==> config.mk <==
export PLATFORM = sky130hd
export DESIGN_NAME = masked_cache_array_flat
export DESIGN_NICKNAME = d
export VERILOG_FILES = /design/src/rtl/masked_cache_array_if.sv /design/src/rtl/masked_cache_array.sv /design/src/flat_wrapper.sv
export SDC_FILE = /design/constraint.sdc
export NUM_CORES = 2
export LEC_CHECK = 0
export CAP_MARGIN = 40
export CORE_ASPECT_RATIO = 0.8
export CORE_MARGIN = 5
export CORE_UTILIZATION = 25
export DETAILED_ROUTE_END_ITERATION = 7
export GPL_ROUTABILITY_DRIVEN = 0
export HOLD_SLACK_MARGIN = 0.08
export PLACE_DENSITY = 0.46
export SYNTH_ARGS = -nofsm -noshare
export SYNTH_HDL_FRONTEND = slang
export SYNTH_SLANG_ARGS = --single-unit
==> constraint.sdc <==
create_clock -name clk -period 14.5 [get_ports clk]
set_input_delay 2.175 -clock clk [delete_from_list [all_inputs] [get_ports clk]]
set_output_delay 2.175 -clock clk [all_outputs]
set_load 0.005 [all_outputs]
==> src/rtl/masked_cache_array_if.sv <==
// Command/response bundle for masked_cache_array.
//   master : drives write, wmask, invalidate, index, datain; observes
//            dataout, valid_out, ready (cache controller side).
//   slave  : the storage array itself.
// width/depth must match the parameters of the attached array.
interface masked_cache_array_if #(
  parameter int width = 256,
  parameter int depth = 8
);
  localparam int idx_w = $clog2(depth);

  logic                 write;
  logic [width/8-1:0]   wmask;
  logic                 invalidate;
  logic [idx_w-1:0]     index;
  logic [width-1:0]     datain;
  logic [width-1:0]     dataout;
  logic                 valid_out;
  logic                 ready;

  modport master (
    output write, wmask, invalidate, index, datain,
    input  dataout, valid_out, ready
  );

  modport slave (
    input  write, wmask, invalidate, index, datain,
    output dataout, valid_out, ready
  );
endinterface

==> src/rtl/masked_cache_array.sv <==
// Cache data/tag storage array with byte-masked writes, per-entry valid
// bits, an invalidate command and a post-reset clear sequencer.
//   clk        : rising-edge clock
//   rst        : asynchronous active-high reset; restarts the clear sequence
//   bus.write      : write entry[index] under wmask
//   bus.wmask      : byte enables, bit b covers datain[8b+7:8b]
//   bus.invalidate : clear valid[index]; wins over a same-cycle write
//   bus.index      : entry select shared by read, write and invalidate
//   bus.datain     : write data
//   bus.dataout    : read data (combinational or registered, see reg_read)
//   bus.valid_out  : valid bit of the read entry, aligned with dataout
//   bus.ready      : high once every entry has been zeroed
module masked_cache_array #(
  parameter int width    = 256,
  parameter int depth    = 8,
  parameter int reg_read = 0
) (
  input logic                clk,
  input logic                rst,
  masked_cache_array_if.slave bus
);
  localparam int idx_w  = $clog2(depth);
  localparam int nbytes = width / 8;

  typedef enum logic {CLEAR, READY} state_e;

  state_e             state;
  logic [idx_w-1:0]   clr_cnt;
  logic               ready_q;

  logic [width-1:0]   mem [depth];
  logic [depth-1:0]   valid;

  logic               wr_en;
  logic               inv_en;
  logic [width-1:0]   merged;
  logic               valid_next;

  // Clear sequencer: one entry zeroed per cycle, ready registered so it
  // rises on the first READY cycle.
  // NOTE: sequential state uses non-blocking assignments so every register
  // samples pre-edge values regardless of statement order.
  always_ff @(posedge clk or posedge rst) begin
    if (rst) begin
      state   <= CLEAR;
      clr_cnt <= '0;
      ready_q <= 1'b0;
    end else if (state == CLEAR) begin
      clr_cnt <= clr_cnt + 1'b1;
      if (clr_cnt == idx_w'(depth - 1)) begin
        state   <= READY;
        ready_q <= 1'b1;
      end
    end
  end

  assign bus.ready = ready_q;

  // Commands only take effect once the array is cleared.
  assign wr_en  = (state == READY) && bus.write;
  assign inv_en = (state == READY) && bus.invalidate;

  // Old entry with the enabled bytes replaced; feeds both the store and
  // the write-first registered read.
  // NOTE: merged gets a full default before the byte loop so no latch is
  // inferred for bytes whose enable is low.
  always_comb begin
    merged = mem[bus.index];
    for (int b = 0; b < nbytes; b++) begin
      if (bus.wmask[b]) merged[8*b +: 8] = bus.datain[8*b +: 8];
    end
  end

  // NOTE: the storage array deliberately has no reset so it can map onto a
  // RAM macro; the CLEAR sequence is what initialises it.
  always_ff @(posedge clk) begin
    if (state == CLEAR) begin
      mem[clr_cnt] <= '0;
    end else if (wr_en) begin
      mem[bus.index] <= merged;
    end
  end

  // Post-command valid bit of the addressed entry; invalidate wins.
  always_comb begin
    if (inv_en)                  valid_next = 1'b0;
    else if (wr_en && |bus.wmask) valid_next = 1'b1;
    else                         valid_next = valid[bus.index];
  end

  always_ff @(posedge clk or posedge rst) begin
    if (rst) begin
      valid <= '0;
    end else begin
      valid[bus.index] <= valid_next;
    end
  end

  generate
    if (reg_read != 0) begin : g_reg_read
      // Write-first: a same-cycle write to the read index is captured.
      always_ff @(posedge clk or posedge rst) begin
        if (rst) begin
          bus.dataout   <= '0;
          bus.valid_out <= 1'b0;
        end else begin
          bus.dataout   <= wr_en ? merged : mem[bus.index];
          bus.valid_out <= valid_next;
        end
      end
    end else begin : g_comb_read
      // Read-old: a same-cycle write appears only after the edge.
      assign bus.dataout   = mem[bus.index];
      assign bus.valid_out = valid[bus.index];
    end
  endgenerate
endmodule

==> src/flat_wrapper.sv <==
// flat-port wrapper written by rule: the top's interface ports become plain ports
module masked_cache_array_flat 
#(
  parameter int width    = 256,
  parameter int depth    = 8,
  parameter int reg_read = 0
)
  (clk, rst, bus_write, bus_wmask, bus_invalidate, bus_index, bus_datain, bus_dataout, bus_valid_out, bus_ready);
  masked_cache_array_if #(.width(width), .depth(depth)) bus_i ();
  input logic clk;
  input logic rst;
  input wire logic [$bits(bus_i.write)-1:0] bus_write;
  input wire logic [$bits(bus_i.wmask)-1:0] bus_wmask;
  input wire logic [$bits(bus_i.invalidate)-1:0] bus_invalidate;
  input wire logic [$bits(bus_i.index)-1:0] bus_index;
  input wire logic [$bits(bus_i.datain)-1:0] bus_datain;
  output wire logic [$bits(bus_i.dataout)-1:0] bus_dataout;
  output wire logic [$bits(bus_i.valid_out)-1:0] bus_valid_out;
  output wire logic [$bits(bus_i.ready)-1:0] bus_ready;
  assign bus_i.write = bus_write;
  assign bus_i.wmask = bus_wmask;
  assign bus_i.invalidate = bus_invalidate;
  assign bus_i.index = bus_index;
  assign bus_i.datain = bus_datain;
  assign bus_dataout = bus_i.dataout;
  assign bus_valid_out = bus_i.valid_out;
  assign bus_ready = bus_i.ready;
  masked_cache_array #(.width(width), .depth(depth), .reg_read(reg_read)) u_core (.clk(clk), .rst(rst), .bus(bus_i));
endmodule
Yosys cells after proc, flatten, opt, wreduce, memory -nomap -nowiden
Memory sizes are Yosys's and may differ from the RTL's.
Cells that the tools add are included.
Widths: inputs -> output; s select.
Storage, ports and cells
  bits in writable memories: 2048
  input bits: 295
  logic and storage cells: 65
  output and inout bits: 258
  memories kept: 1
  register bits after elaboration: 13
Memories
  u_core.mem: words 8, width 256, read ports 1, clocked after memory_dff 0, write ports 1, line masked_cache_array.sv:31  | logic [width-1:0] mem [depth];
Cells by class
  reductions and logical operators: 7
  eq/ne operators: 1
  muxes and demuxes: 48
  add/subtract/negate cells: 1
  bitwise operators: 1
  magnitude comparators: 2
Operator list (count)
  $mux 256: 1
  $mux 8: 32
  $reduce_or 256->1: 1
  $reduce_or 32->1: 1
  $mux 1: 11
  $bwmux 8: 1
  $logic_and 1x1->1: 4
  $lt 3x4->1 const B: 1
  $add 3x1->3 const B: 1
  $bmux 1 s3: 1
  $demux 1 s3: 1
  $eq 3x3->1 const B: 1
  $ge 3x1->1 const B: 1
  $mux 3: 1
  $reduce_and 2->1: 1
  $not 1->1: 1

Logic depth before layout (Yosys ltp)
  word-level depth: 6
  depth in mapped cells: 9
  gate-level depth less buffers: 4

Least setup slack after synthesis
OpenSTA, ideal clock, no wires.
  kind: input -> register
  start: input bus_index[1]
  end: memory u_core.mem[4][0], enable pin
  data required time: 13.621 ns
  path slack: -0.267 ns
  arrival time: 13.888 ns
  stages: 7
  buffers on the path: 4
  library setup time: 0.879 ns
  cell sequence: buf_2 -> nor2b_1 -> buf_2 -> clkbuf_1 -> clkbuf_1 -> a21oi_1 -> nor2_1
On the way
  longest elaborated chain between the ends: 1
Ends and longest elaborated chain
  from (decl): line flat_wrapper.sv:15  | input wire logic [$bits(bus_i.index)-1:0] bus_index;
  $mux 3 (no source line)
  to (decl): line masked_cache_array.sv:31
Every way passes these cells.

Worst setup path in the final report
  start: input bus_index[0]
  end: output bus_dataout[58]
On the way
  longest elaborated chain between the ends: 1
Ends and longest elaborated chain
  $mem_v2 8x256
  to (decl): line flat_wrapper.sv:17  | output wire logic [$bits(bus_i.dataout)-1:0] bus_dataout;
Every way passes these cells.

==> reports/results.ini <==
[clocking]
cts_htree_levels=4
cts_resized=0
cts_sinks=2061
cts_tree=done
clk_transition_reported_paths_ns=0.06
cts_root_buf=clkbuf_16
ctsHoldBuffers=0
insertion_delay_ns=0.89
numCtsBuffers=222
cts_setup_buffers=0
clockBufferDepth=4

[logic_synthesis]
synth_seq_area_share_pct=75.1
synth_top_flop_cell=edfxtp_1
yosysMostFrequentCell=edfxtp_1
synth_nets=5105
syn_area_um2=82300
ys_ff_latch=2061
yosysWarnings=0
synth_top_cell_area_share_pct=74.7
ys_top_cells_by_count=2,048 x edfxtp_1, 376 x mux2i_1, 258 x o21ai_0
avgSynthCellArea_um2=17.1
synth_edf_count=2048
synth_area_leaders=edfxtp_1 75%, mux2i_1 4.6%, mux2_2 2.9%
ys_types=53
syn_inst=4808
synth_area_leader_cell=edfxtp_1
async_flop_share_pct=0.631

[power_and_ir_drop]
p_total_mw=13.6
power_density_nw_per_um2=134
ir_worst_vdd_uv=90.2
p_leak_nw=32.9

[critical_path]
startpoint_type=input port
worstPathArrival_ns=5.84
worst_r2r_startpoint=u_core.state
worst-setup-path-type=in -> out
timing.rr.end=u_core.mem[1][48]
cp_num_cells=7
slowest_stage=buf_4
critical_path.max_stage_delay_ns=0.69
reg2reg_slack_ns=10.33
r2r_cells=5
crit_required_ns=12.32
path_cells=buf_8, buf_4, buf_12, mux2_2, a221o_1, a22o_1, clkdlybuf4s50_1
critPathBufInv=4
cp-end-kind=output port
critPathMaxFanout=125
crit_family=buffers and inverters

[die]
initial_core_util_pct=25.1
rows=188
dieHeight_um=523
io_pins=553
design.core.area_um2=328000
dieArea_um2=341000
dieWidth_um=651

[global_route]
grt_use_total_pct=16.3
grt.overflow.total=0
grt_pass1_wl_mm=396
antenna_found_initial=58
grt_pass1_vias=48409
grt_max_degree=133

[routing]
drc=0
routed_via_density=4.84
first_pass_iters=5
drt_first_iter_violations=3834
totalWireLength_mm=289
vias=48205
post_drt_wl_per_cell_um=29.0
postRouteAntennaNets=0

[finish]
layout.nets=5699
areaGrowthSynthToFinish_pct=22.9
nFillCells=32172
drive_gt1_share_pct=16.3
design_area_um2=101000

[sta]
period_minus_slack_ns=8.01
worstMarginPinSlew_ns=1.24
slew_viol_final=0
clock_skew_ns=0.0627
fin_crit_sh_pct=55.3
finalSetupViolCount=0
rsz0062_at_grt=false
max_freq_mhz=125
hold_viol=0
holdWs_ns=0.556
max-slew-margin-rel_pct=17.5

[placed_design]
dpl-instance-area_um2=94100
hpwlAfterDp_mm=170
portBuffers=552

[hold_path]
hold_end=u_core.valid[6]
min_from=u_core.valid[6]
hp-class=reg -> reg
min_path_cells=2

[flow_run]
drv_cap=0

[outcome]
outcome=finished clean

## metrics by stage
stage | util, % | worst slack (ns) | setup TNS (ns) | instances
4_1_cts | 30.8 | 6.54 | 0 | 9951
3_5_place_dp | 28.7 | 6.55 | 0 | 9548
5_1_grt | 30.8 | 6.43 | 0 | 9960
3_3_place_gp | 28.4 | 6.25 | 0 | 9505
6_report | 30.8 | 6.49 | 0 | 9970
2_1_floorplan | - | -0.192 | -215.26 | 4808
## report_power, final
part	switching, mW	total, mW	internal, mW
clock network	2.36	5.57	3.21
logic	0.757	1.22	0.464
registers	0.0273	6.76	6.74
## cell families after synthesis
logic type / share of synthesized area [%]
AOI/OAI and AO/OA: 12.5
xor gates and xnor gates: 0.0106
adders and majority gates: 0.0304
buffers and inverters: 2.07
DFF: 75.1
muxes: 7.77
and+or+nand+nor: 2.45
## worst max path at each step
stage	start	endpoint
2_1_floorplan	bus_index[0]	u_core.mem[1][0]
3_3_place_gp	bus_index[0]	bus_dataout[185]
3_5_place_dp	bus_index[0]	bus_dataout[226]
4_1_cts	bus_index[0]	bus_dataout[226]
5_1_grt	bus_index[0]	bus_dataout[58]
6_report	bus_index[0]	bus_dataout[58]
## layout by cell type, fill, tap and decap left out, types with 7 or more instances in the layout
cell type and count:
a32oi_1 75, o22ai_1 69, o221a_2 28, buf_16 28, o21ai_0 257, a21oi_1 14
edfxtp_1 2048, clkbuf_16 224, a221o_1 105, a22o_1 102, o21ba_2 97, buf_12 28
mux2_2 210, clkbuf_1 68, inv_1 23, a221oi_1 127, mux2i_1 376, dfrtp_1 13
mux4_2 12, diode_2 19, nor2_4 10, or2_2 71, nor4_1 7, bufinv_16 20
o311a_1 32, nor2_1 13, clkdlybuf4s50_1 549, nand2b_1 57, o2bb2ai_1 61, nand2_1 233
buf_4 105, clkinv_2 35, a22oi_1 158, a31oi_1 119, o22a_1 35, o211ai_1 38
clkinv_1 50
## registers in the layout, indices dropped and copies added (netlist names)
name,cells
u_core.valid,8
u_core.state,1
u_core.bus.ready,1
u_core.clr_cnt,3
u_core.mem,2048
## worst register-to-register path, delay by kind of cell (launching register included)
kind / cells / cell delay (ns)
and+or+nand+nor: 2 / 1.25
buffers and inverters: 2 / 1.58
DFF: 1 / 0.54
AOI/OAI and AO/OA: 1 / 0.38
## routing by layer
layer,GRT usage [%],vias to the layer above,wire (um)
met4,5.45,36,10100
met1,22.0,25138,125000
li1,-,21021,-
met3,4.22,411,21800
met5,0,-,241
met2,25.5,1599,132000
## final cells by class
| type | instances | area [um^2] | share of cell area (%) |
|---|---|---|---|
| clock inverter | 109 | 1120 | 1.11 |
| sequential | 2061 | 61800 | 61.1 |
| antenna | 19 | 47.5 | 0.0470 |
| multi-input combinational | 2361 | 18900 | 18.7 |
| timing repair buffer | 717 | 7700 | 7.61 |
| tap | 4370 | 5470 | 5.41 |
| clock buffer | 294 | 5890 | 5.82 |
| inverter | 39 | 159 | 0.157 |
Note: power is estimated with default switching activity, not from simulation.
